===== src/rtl/spi_word_sequencer.sv =====
// Upstream framer for simple_spi_master: turns a framed TX word stream into
// enable/trigger sequencing with CS setup/hold/gap timing, and buffers RX words.
module spi_word_sequencer #(
  parameter int WORDWIDTH     = 8,
  parameter int RX_DEPTH_LOG2 = 2,
  parameter int CS_SETUP_CLKS = 2,
  parameter int CS_HOLD_CLKS  = 2,
  parameter int CS_GAP_CLKS   = 2
) (
  input  logic                 system_clk,
  input  logic                 system_rst_n,
  input  logic [WORDWIDTH-1:0] tx_data,
  input  logic                 tx_last,
  input  logic                 tx_valid,
  output logic                 tx_ready,
  output logic [WORDWIDTH-1:0] rx_data,
  output logic                 rx_last,
  output logic                 rx_valid,
  input  logic                 rx_ready,
  output logic                 busy,
  output logic                 spi_xfer_enable,
  output logic                 spi_xfer_word_trigger,
  input  logic                 spi_xfer_word_completed,
  output logic [WORDWIDTH-1:0] spi_data_tx,
  input  logic [WORDWIDTH-1:0] spi_data_rx
);

  localparam int DEPTH = 1 << RX_DEPTH_LOG2;
  localparam int CNT_W = 16;
  localparam logic [RX_DEPTH_LOG2:0] FULL_CNT = (RX_DEPTH_LOG2 + 1)'(DEPTH);

  typedef enum logic [2:0] {
    IDLE, SETUP, TRIG, BUSY, WAIT_NEXT, HOLD, GAP
  } state_t;

  state_t                   state, state_nxt;
  logic [CNT_W-1:0]         cnt, cnt_nxt;
  logic                     alive;
  logic                     last_reg;
  logic                     accept_state;
  logic                     accept;
  logic                     push, pop;
  logic [RX_DEPTH_LOG2:0]   count;
  logic [RX_DEPTH_LOG2-1:0] wr_ptr, rd_ptr;
  logic [WORDWIDTH:0]       mem [DEPTH];

  // State register
  always_ff @(posedge system_clk or negedge system_rst_n) begin
    if (!system_rst_n) begin
      state <= IDLE;
      cnt   <= '0;
    end else begin
      state <= state_nxt;
      cnt   <= cnt_nxt;
    end
  end

  // Next-state logic; cnt holds the remaining cycles of SETUP/HOLD/GAP
  always_comb begin
    state_nxt = state;
    cnt_nxt   = cnt;
    case (state)
      IDLE: begin
        if (accept) begin
          state_nxt = SETUP;
          cnt_nxt   = CNT_W'(CS_SETUP_CLKS);
        end
      end
      SETUP: begin
        if (cnt <= CNT_W'(1)) state_nxt = TRIG;
        else                  cnt_nxt   = cnt - CNT_W'(1);
      end
      TRIG: state_nxt = BUSY;
      BUSY: begin
        if (spi_xfer_word_completed) begin
          if (last_reg) begin
            state_nxt = HOLD;
            cnt_nxt   = CNT_W'(CS_HOLD_CLKS);
          end else begin
            state_nxt = WAIT_NEXT;
          end
        end
      end
      WAIT_NEXT: begin
        if (accept) state_nxt = TRIG;
      end
      HOLD: begin
        if (cnt <= CNT_W'(1)) begin
          state_nxt = GAP;
          cnt_nxt   = CNT_W'(CS_GAP_CLKS);
        end else begin
          cnt_nxt = cnt - CNT_W'(1);
        end
      end
      GAP: begin
        if (cnt <= CNT_W'(1)) state_nxt = IDLE;
        else                  cnt_nxt   = cnt - CNT_W'(1);
      end
      default: state_nxt = IDLE;
    endcase
  end

  // Output decode from state only
  always_comb begin
    spi_xfer_enable       = 1'b0;
    spi_xfer_word_trigger = 1'b0;
    accept_state          = 1'b0;
    case (state)
      IDLE:      accept_state = 1'b1;
      SETUP:     spi_xfer_enable = 1'b1;
      TRIG: begin
        spi_xfer_enable       = 1'b1;
        spi_xfer_word_trigger = 1'b1;
      end
      BUSY:      spi_xfer_enable = 1'b1;
      WAIT_NEXT: begin
        spi_xfer_enable = 1'b1;
        accept_state    = 1'b1;
      end
      HOLD:      spi_xfer_enable = 1'b1;
      default:   ;
    endcase
  end

  // Only one word is ever in flight, so a free slot at accept guarantees room for its RX word
  assign tx_ready = alive && accept_state && (count != FULL_CNT);
  assign accept   = tx_valid && tx_ready;
  assign busy     = (state != IDLE);

  // TX word latch and post-reset alive flag
  always_ff @(posedge system_clk or negedge system_rst_n) begin
    if (!system_rst_n) begin
      alive       <= 1'b0;
      spi_data_tx <= '0;
      last_reg    <= 1'b0;
    end else begin
      alive <= 1'b1;
      if (accept) begin
        spi_data_tx <= tx_data;
        last_reg    <= tx_last;
      end
    end
  end

  // RX FIFO, first-word-fall-through
  assign push     = (state == BUSY) && spi_xfer_word_completed;
  assign pop      = rx_valid && rx_ready;
  assign rx_valid = (count != '0);

  always_ff @(posedge system_clk or negedge system_rst_n) begin
    if (!system_rst_n) begin
      wr_ptr <= '0;
      rd_ptr <= '0;
      count  <= '0;
    end else begin
      if (push) wr_ptr <= wr_ptr + RX_DEPTH_LOG2'(1);
      if (pop)  rd_ptr <= rd_ptr + RX_DEPTH_LOG2'(1);
      case ({push, pop})
        2'b10:   count <= count + (RX_DEPTH_LOG2 + 1)'(1);
        2'b01:   count <= count - (RX_DEPTH_LOG2 + 1)'(1);
        default: ;
      endcase
    end
  end

  always_ff @(posedge system_clk) begin
    if (push) mem[wr_ptr] <= {spi_data_rx, last_reg};
  end

  // Head is masked when empty so stale storage never shows on rx_data/rx_last
  assign {rx_data, rx_last} = rx_valid ? mem[rd_ptr] : '0;

endmodule

===== config.mk =====
export PLATFORM = sky130hd
export DESIGN_NAME = spi_word_sequencer
export DESIGN_NICKNAME = d
export VERILOG_FILES = /design/src/rtl/spi_word_sequencer.sv
export SDC_FILE = /design/constraint.sdc
export NUM_CORES = 1
export LEC_CHECK = 0
export CAP_MARGIN = 20
export CORE_MARGIN = 1.5
export CORE_UTILIZATION = 50
export CTS_CLUSTER_DIAMETER = 100
export DETAILED_ROUTE_END_ITERATION = 10
export GPL_ROUTABILITY_DRIVEN = 1
export PLACE_DENSITY = 0.73
export SLEW_MARGIN = 5
export SYNTH_ARGS = -nofsm -noshare
export SYNTH_HDL_FRONTEND = slang
export SYNTH_SLANG_ARGS = --single-unit

===== constraint.sdc =====
create_clock -name system_clk -period 2.65 [get_ports system_clk]
set_input_delay 0.53 -clock system_clk [delete_from_list [all_inputs] [get_ports system_clk]]
set_output_delay 0.53 -clock system_clk [all_outputs]
set_load 0.02 [all_outputs]

==> results_tabular.tex <==
\begin{tabular}{lr}
\hline
Metric & Value \\
\hline
\multicolumn{2}{l}{\textbf{Outcome}} \\
\quad Result of the run & complete, but fails checks \\
\quad Violations in the final reports & DRC \\
\multicolumn{2}{l}{\textbf{Synthesis}} \\
\quad Xor and xnor fraction of the mapped netlist area & 1.552\% \\
\quad Async S/R FF share, synth & 50.00\% \\
\quad Number of flops mapped to enable cells by yosys & 36 \\
\quad Synth Area in Compound Gates & 8.607\% \\
\quad Count of yosys warnings during synthesis & 0 \\
\quad Share of the yosys chip area belonging to registers & about three fifths \\
\quad Combinational family with the most area after synthesis & simple AND/OR/NAND/NOR gates \\
\quad Predominant post-synthesis flop cell & edfxtp\_1 \\
\quad Total of flip-flops plus latches after synthesis & 72 \\
\quad Gate count after technology mapping & 263 \\
\quad Simple-gate area share of the yosys netlist & 15.26\% \\
\quad Mean instance size in the synthesized netlist & between 10 and 15 sq um \\
\quad Net Count, Synth & 293 \\
\quad Mux share of post-synthesis cell area & about a tenth \\
\quad Number of distinct library cell variants in the gate-level netlist after synthesis & 49 \\
\quad Post-synthesis adder-cell area fraction & between 3 and 4\% \\
\quad Summed instance area of the synthesized netlist & 0.003387 sq mm \\
\multicolumn{2}{l}{\textbf{Placement}} \\
\quad Standard cell area after detailed placement & 0.003964 sq mm \\
\quad Quantity of I/O buffers inserted on ports & 43 \\
\quad GP Congestion & about 0.76 \\
\quad Post-detail-place hpwl & 4.110 mm \\
\multicolumn{2}{l}{\textbf{Finish}} \\
\quad Area taken by flip-flops and latches & 0.001983 sq mm \\
\quad Area of all placed cells without fillers & 0.004187 sq mm \\
\quad P\&R area growth vs syn & 23.61\% \\
\quad Register with the highest flop count & mem \\
\quad Number of flip-flops under the largest register name & 36 \\
\quad Multi-input logic area & 0.001304 sq mm \\
\quad Fillers & 480 \\
\quad Largest regs & mem (36), cnt (16), spi\_data\_tx (8) \\
\quad Number of nets in the final layout & 345 \\
\quad Antenna diode count & 0 \\
\quad Proportion of layout cells with a drive suffix above 1 & 17.81\% \\
\multicolumn{2}{l}{\textbf{Clock tree}} \\
\quad Root Driver & clkbuf\_8 \\
\quad Skew-Pair Late Insertion Delay & $\sim$0.34 ns \\
\quad CTS tree & yes \\
\quad CTS buffer count & 9 \\
\quad Clock-pin transition on the worst setup and hold timing paths & 0.07 ns \\
\quad Depth of the CTS H-tree & 3 \\
\quad Buffer depth of the longest clock path & 2 \\
\quad Number of clock sinks & 72 \\
\quad Quantity of hold-fixing buffers added after cts & 0 \\
\quad Setup fix buffers added after clock tree synthesis & 0 \\
\multicolumn{2}{l}{\textbf{Timing}} \\
\quad Final setup vio count & 0 \\
\quad Fmax & around 400 MHz \\
\quad Minimum clock period & 2.488 ns \\
\quad Total count of hold-check failures in the final report & 0 \\
\quad Actual slew at the worst max-slew pin & 0.5167 ns \\
\quad Number of max-slew violations in the final report & 0 \\
\quad Setup skew after layout & 0.005435 ns \\
\quad Tcrit/Tclk final & 93.88\% \\
\quad RSZ-0062 raised after global routing & no \\
\quad Total negative slack for setup checks & 0 ns \\
\quad Max-slew headroom & 65.48\% \\
\multicolumn{2}{l}{\textbf{Critical path}} \\
\quad Kind of critical path & reg2out \\
\quad Arrival time worst endpoint & about 2 ns \\
\quad Critical path startpoint category & flop \\
\quad Worst stage delay on the critical path & 0.57 ns \\
\quad Slowest cell on the critical path & clkdlybuf4s50\_1 \\
\quad Highest net fanout along the worst path & 15 \\
\quad Cell-by-cell trace of the critical path & or3\_1 > a21boi\_0 > clkdlybuf4s50\_1 \\
\quad Kind of end point of the critical path & output pin \\
\quad Data required time at the worst endpoint & roughly 2.1 ns \\
\multicolumn{2}{l}{\textbf{Global routing}} \\
\quad Maximum number of pins on one net before global-route repair & 37 \\
\quad Grt total ovfl & 0 \\
\quad Wire length of the first global-routing pass & roughly 11 mm \\
\quad Tot GR Track Use & 19.41\% \\
\quad Via count of the first global-routing pass & 2,231 \\
\quad Number of antenna violations at the first check in global routing & 0 \\
\multicolumn{2}{l}{\textbf{Die}} \\
\quad Area of the die & 0.007277 sq mm \\
\quad Width of the die & 85.31 um \\
\quad Number of top-level design ports & 44 \\
\quad Floorplan row count & 29 \\
\quad Chip Height & between 80 and 90 um \\
\quad Initial core utilization & 52.44\% \\
\quad Floorplan Core Area & 0.006459 sq mm \\
\multicolumn{2}{l}{\textbf{Flow run}} \\
\quad \# Max-Cap Violations & 0 \\
\multicolumn{2}{l}{\textbf{Pwr}} \\
\quad Leakage power of the design & between 1.5 and 2 nW \\
\quad P per Cell Area & 1115 mW/mm\^{}2 \\
\quad Maximum resistive drop on vdd & 0.5195 mV \\
\multicolumn{2}{l}{\textbf{Min path}} \\
\quad Class of the most critical hold timing path & reg2reg \\
\multicolumn{2}{l}{\textbf{Routing}} \\
\quad Post-route DRC & 3 \\
\quad Post-DR vias/cell & 5.662 \\
\quad Vias & 2,248 \\
\quad DRT antenna net count & 0 \\
\quad DRT iter0 DRCs & 209 \\
\quad Final routed wirelength across all metal layers & 6.351 mm \\
\quad Per-cell routed wire length & 16.00 um \\
\quad First-pass DRT Iterations & 7 \\
\hline
\end{tabular}
==> per-layer routing <==
| layer | track usage (%) | share of wire [%] | up-vias |
|---|---|---|---|
| met5 | 0 | 0 | - |
| met4 | 7.185 | 1.4 | 0 |
| met3 | 4.961 | 3.4 | 8 |
| met2 | 31.31 | 50 | 38 |
| met1 | 25.59 | 45 | 1115 |
| li1 | - | - | 1087 |
==> metrics by stage <==
stage	cells	hold WS, ns	setup slack, ns	util [%]	total power, mW
2_1_floorplan	263	0.2344	0.4995	-	3.096
3_3_place_gp	381	0.4681	0.2176	61.37	3.767
3_5_place_dp	381	0.4777	0.1383	61.37	3.829
4_1_cts	397	0.4917	0.0007785	64.53	4.723
5_1_grt	397	0.5089	0.07255	64.82	5.008
6_report	397	0.4947	0.1623	64.82	4.667
==> synthesized netlist by cell type (all sizes together), types with 6 or more instances <==
| cell type | count | share of area (%) |
|---|---|---|
| or4 | 17 | 3.9 |
| and2 | 16 | 3.0 |
| ha | 7 | 2.6 |
| or3 | 6 | 1.1 |
| clkbuf | 11 | 1.2 |
| nor2 | 12 | 1.3 |
| dfrtp | 36 | 27 |
| edfxtp | 36 | 32 |
| o31ai | 14 | 3.1 |
| mux2 | 10 | 3.3 |
| a21oi | 18 | 2.8 |
| mux4 | 9 | 6.0 |
| nand2 | 12 | 1.4 |
| inv | 9 | 1.0 |
==> report_power, final <==
group / switching (mW) / total [mW] / internal [mW]
Sequential: 0.285 / 1.75 / 1.46
Combinational: 1.04 / 2.04 / 0.998
Clock: 0.433 / 0.877 / 0.444
==> area by class of cell <==
| type | instances | share of cell area, % |
|---|---|---|
| clock buffers | 9 | 2.959 |
| clock inverters | 7 | 1.883 |
| inverters | 9 | 0.8069 |
| multi-input cells | 166 | 31.14 |
| flip-flops and latches | 72 | 47.37 |
| well taps | 77 | 2.301 |
| repair buffers | 57 | 13.54 |
==> kinds of logic (layout without fill, tap and decap cells) <==
| kind of cell | count (synthesis) | in the layout |
|---|---|---|
| simple gates | 86 | 86 |
| xor+xnor | 6 | 6 |
| mux | 20 | 20 |
| flops | 72 | 72 |
| compound gates | 45 | 45 |
| buf+inv | 25 | 82 |
| other cells | 1 | 1 |
| fa+ha+maj | 8 | 8 |
==> cells in the final DEF, fill, tap and decap left out, types with 3 or more instances in the layout <==
| master | instances |
|---|---|
| a21oi_1 | 17 |
| dfrtp_1 | 35 |
| dlymetal6s2s_1 | 7 |
| edfxtp_1 | 36 |
| nor2_1 | 12 |
| buf_4 | 12 |
| nand2_1 | 11 |
| clkdlybuf4s50_1 | 34 |
| mux2_2 | 10 |
| ha_1 | 7 |
| clkinv_4 | 3 |
| or3_1 | 6 |
| or4_1 | 16 |
| xor2_1 | 3 |
| clkbuf_8 | 9 |
| o21ai_0 | 4 |
| inv_1 | 9 |
| o31ai_1 | 14 |
| nand3_1 | 5 |
| mux4_2 | 9 |
| nor2b_1 | 3 |
| and2_1 | 16 |
| xnor2_1 | 3 |
==> worst max-delay path, delay by kind of cell, from the launching register on <==
| family | cells | cell delay (ns) |
|---|---|---|
| AOI/OAI and AO/OA | 1 | 0.13 |
| buffers and inverters | 1 | 0.57 |
| DFF | 1 | 0.54 |
| and+or+nand+nor | 1 | 0.38 |
==> repair_timing <==
action / in CTS / in global routing
endpoints found under the hold margin: 0 / 0
gates resized for setup: 3 / 8
endpoints found under the setup margin: 9 / 8
pin swaps: 0 / 0
==> path summary, 6_finish.rpt <==
path                                            from                    endpoint  slack (ns)  cells past startpoint
worst max-delay path            state[2]$_DFFE_PN0P_             spi_xfer_enable        0.16                      3
worst min-delay path            count[2]$_DFFE_PN0P_        count[2]$_DFFE_PN0P_        0.49                      1
worst max register to register    cnt[3]$_DFFE_PN0P_         cnt[12]$_DFFE_PN0P_        0.33                      5
worst min register to register  count[2]$_DFFE_PN0P_        count[2]$_DFFE_PN0P_        0.49                      1
max in group asynchronous               system_rst_n        state[1]$_DFFE_PN0P_        1.71                      2
min in group asynchronous               system_rst_n  spi_data_tx[1]$_DFFE_PN0P_        0.60                      2
Note: power is estimated with default switching activity, not from simulation.
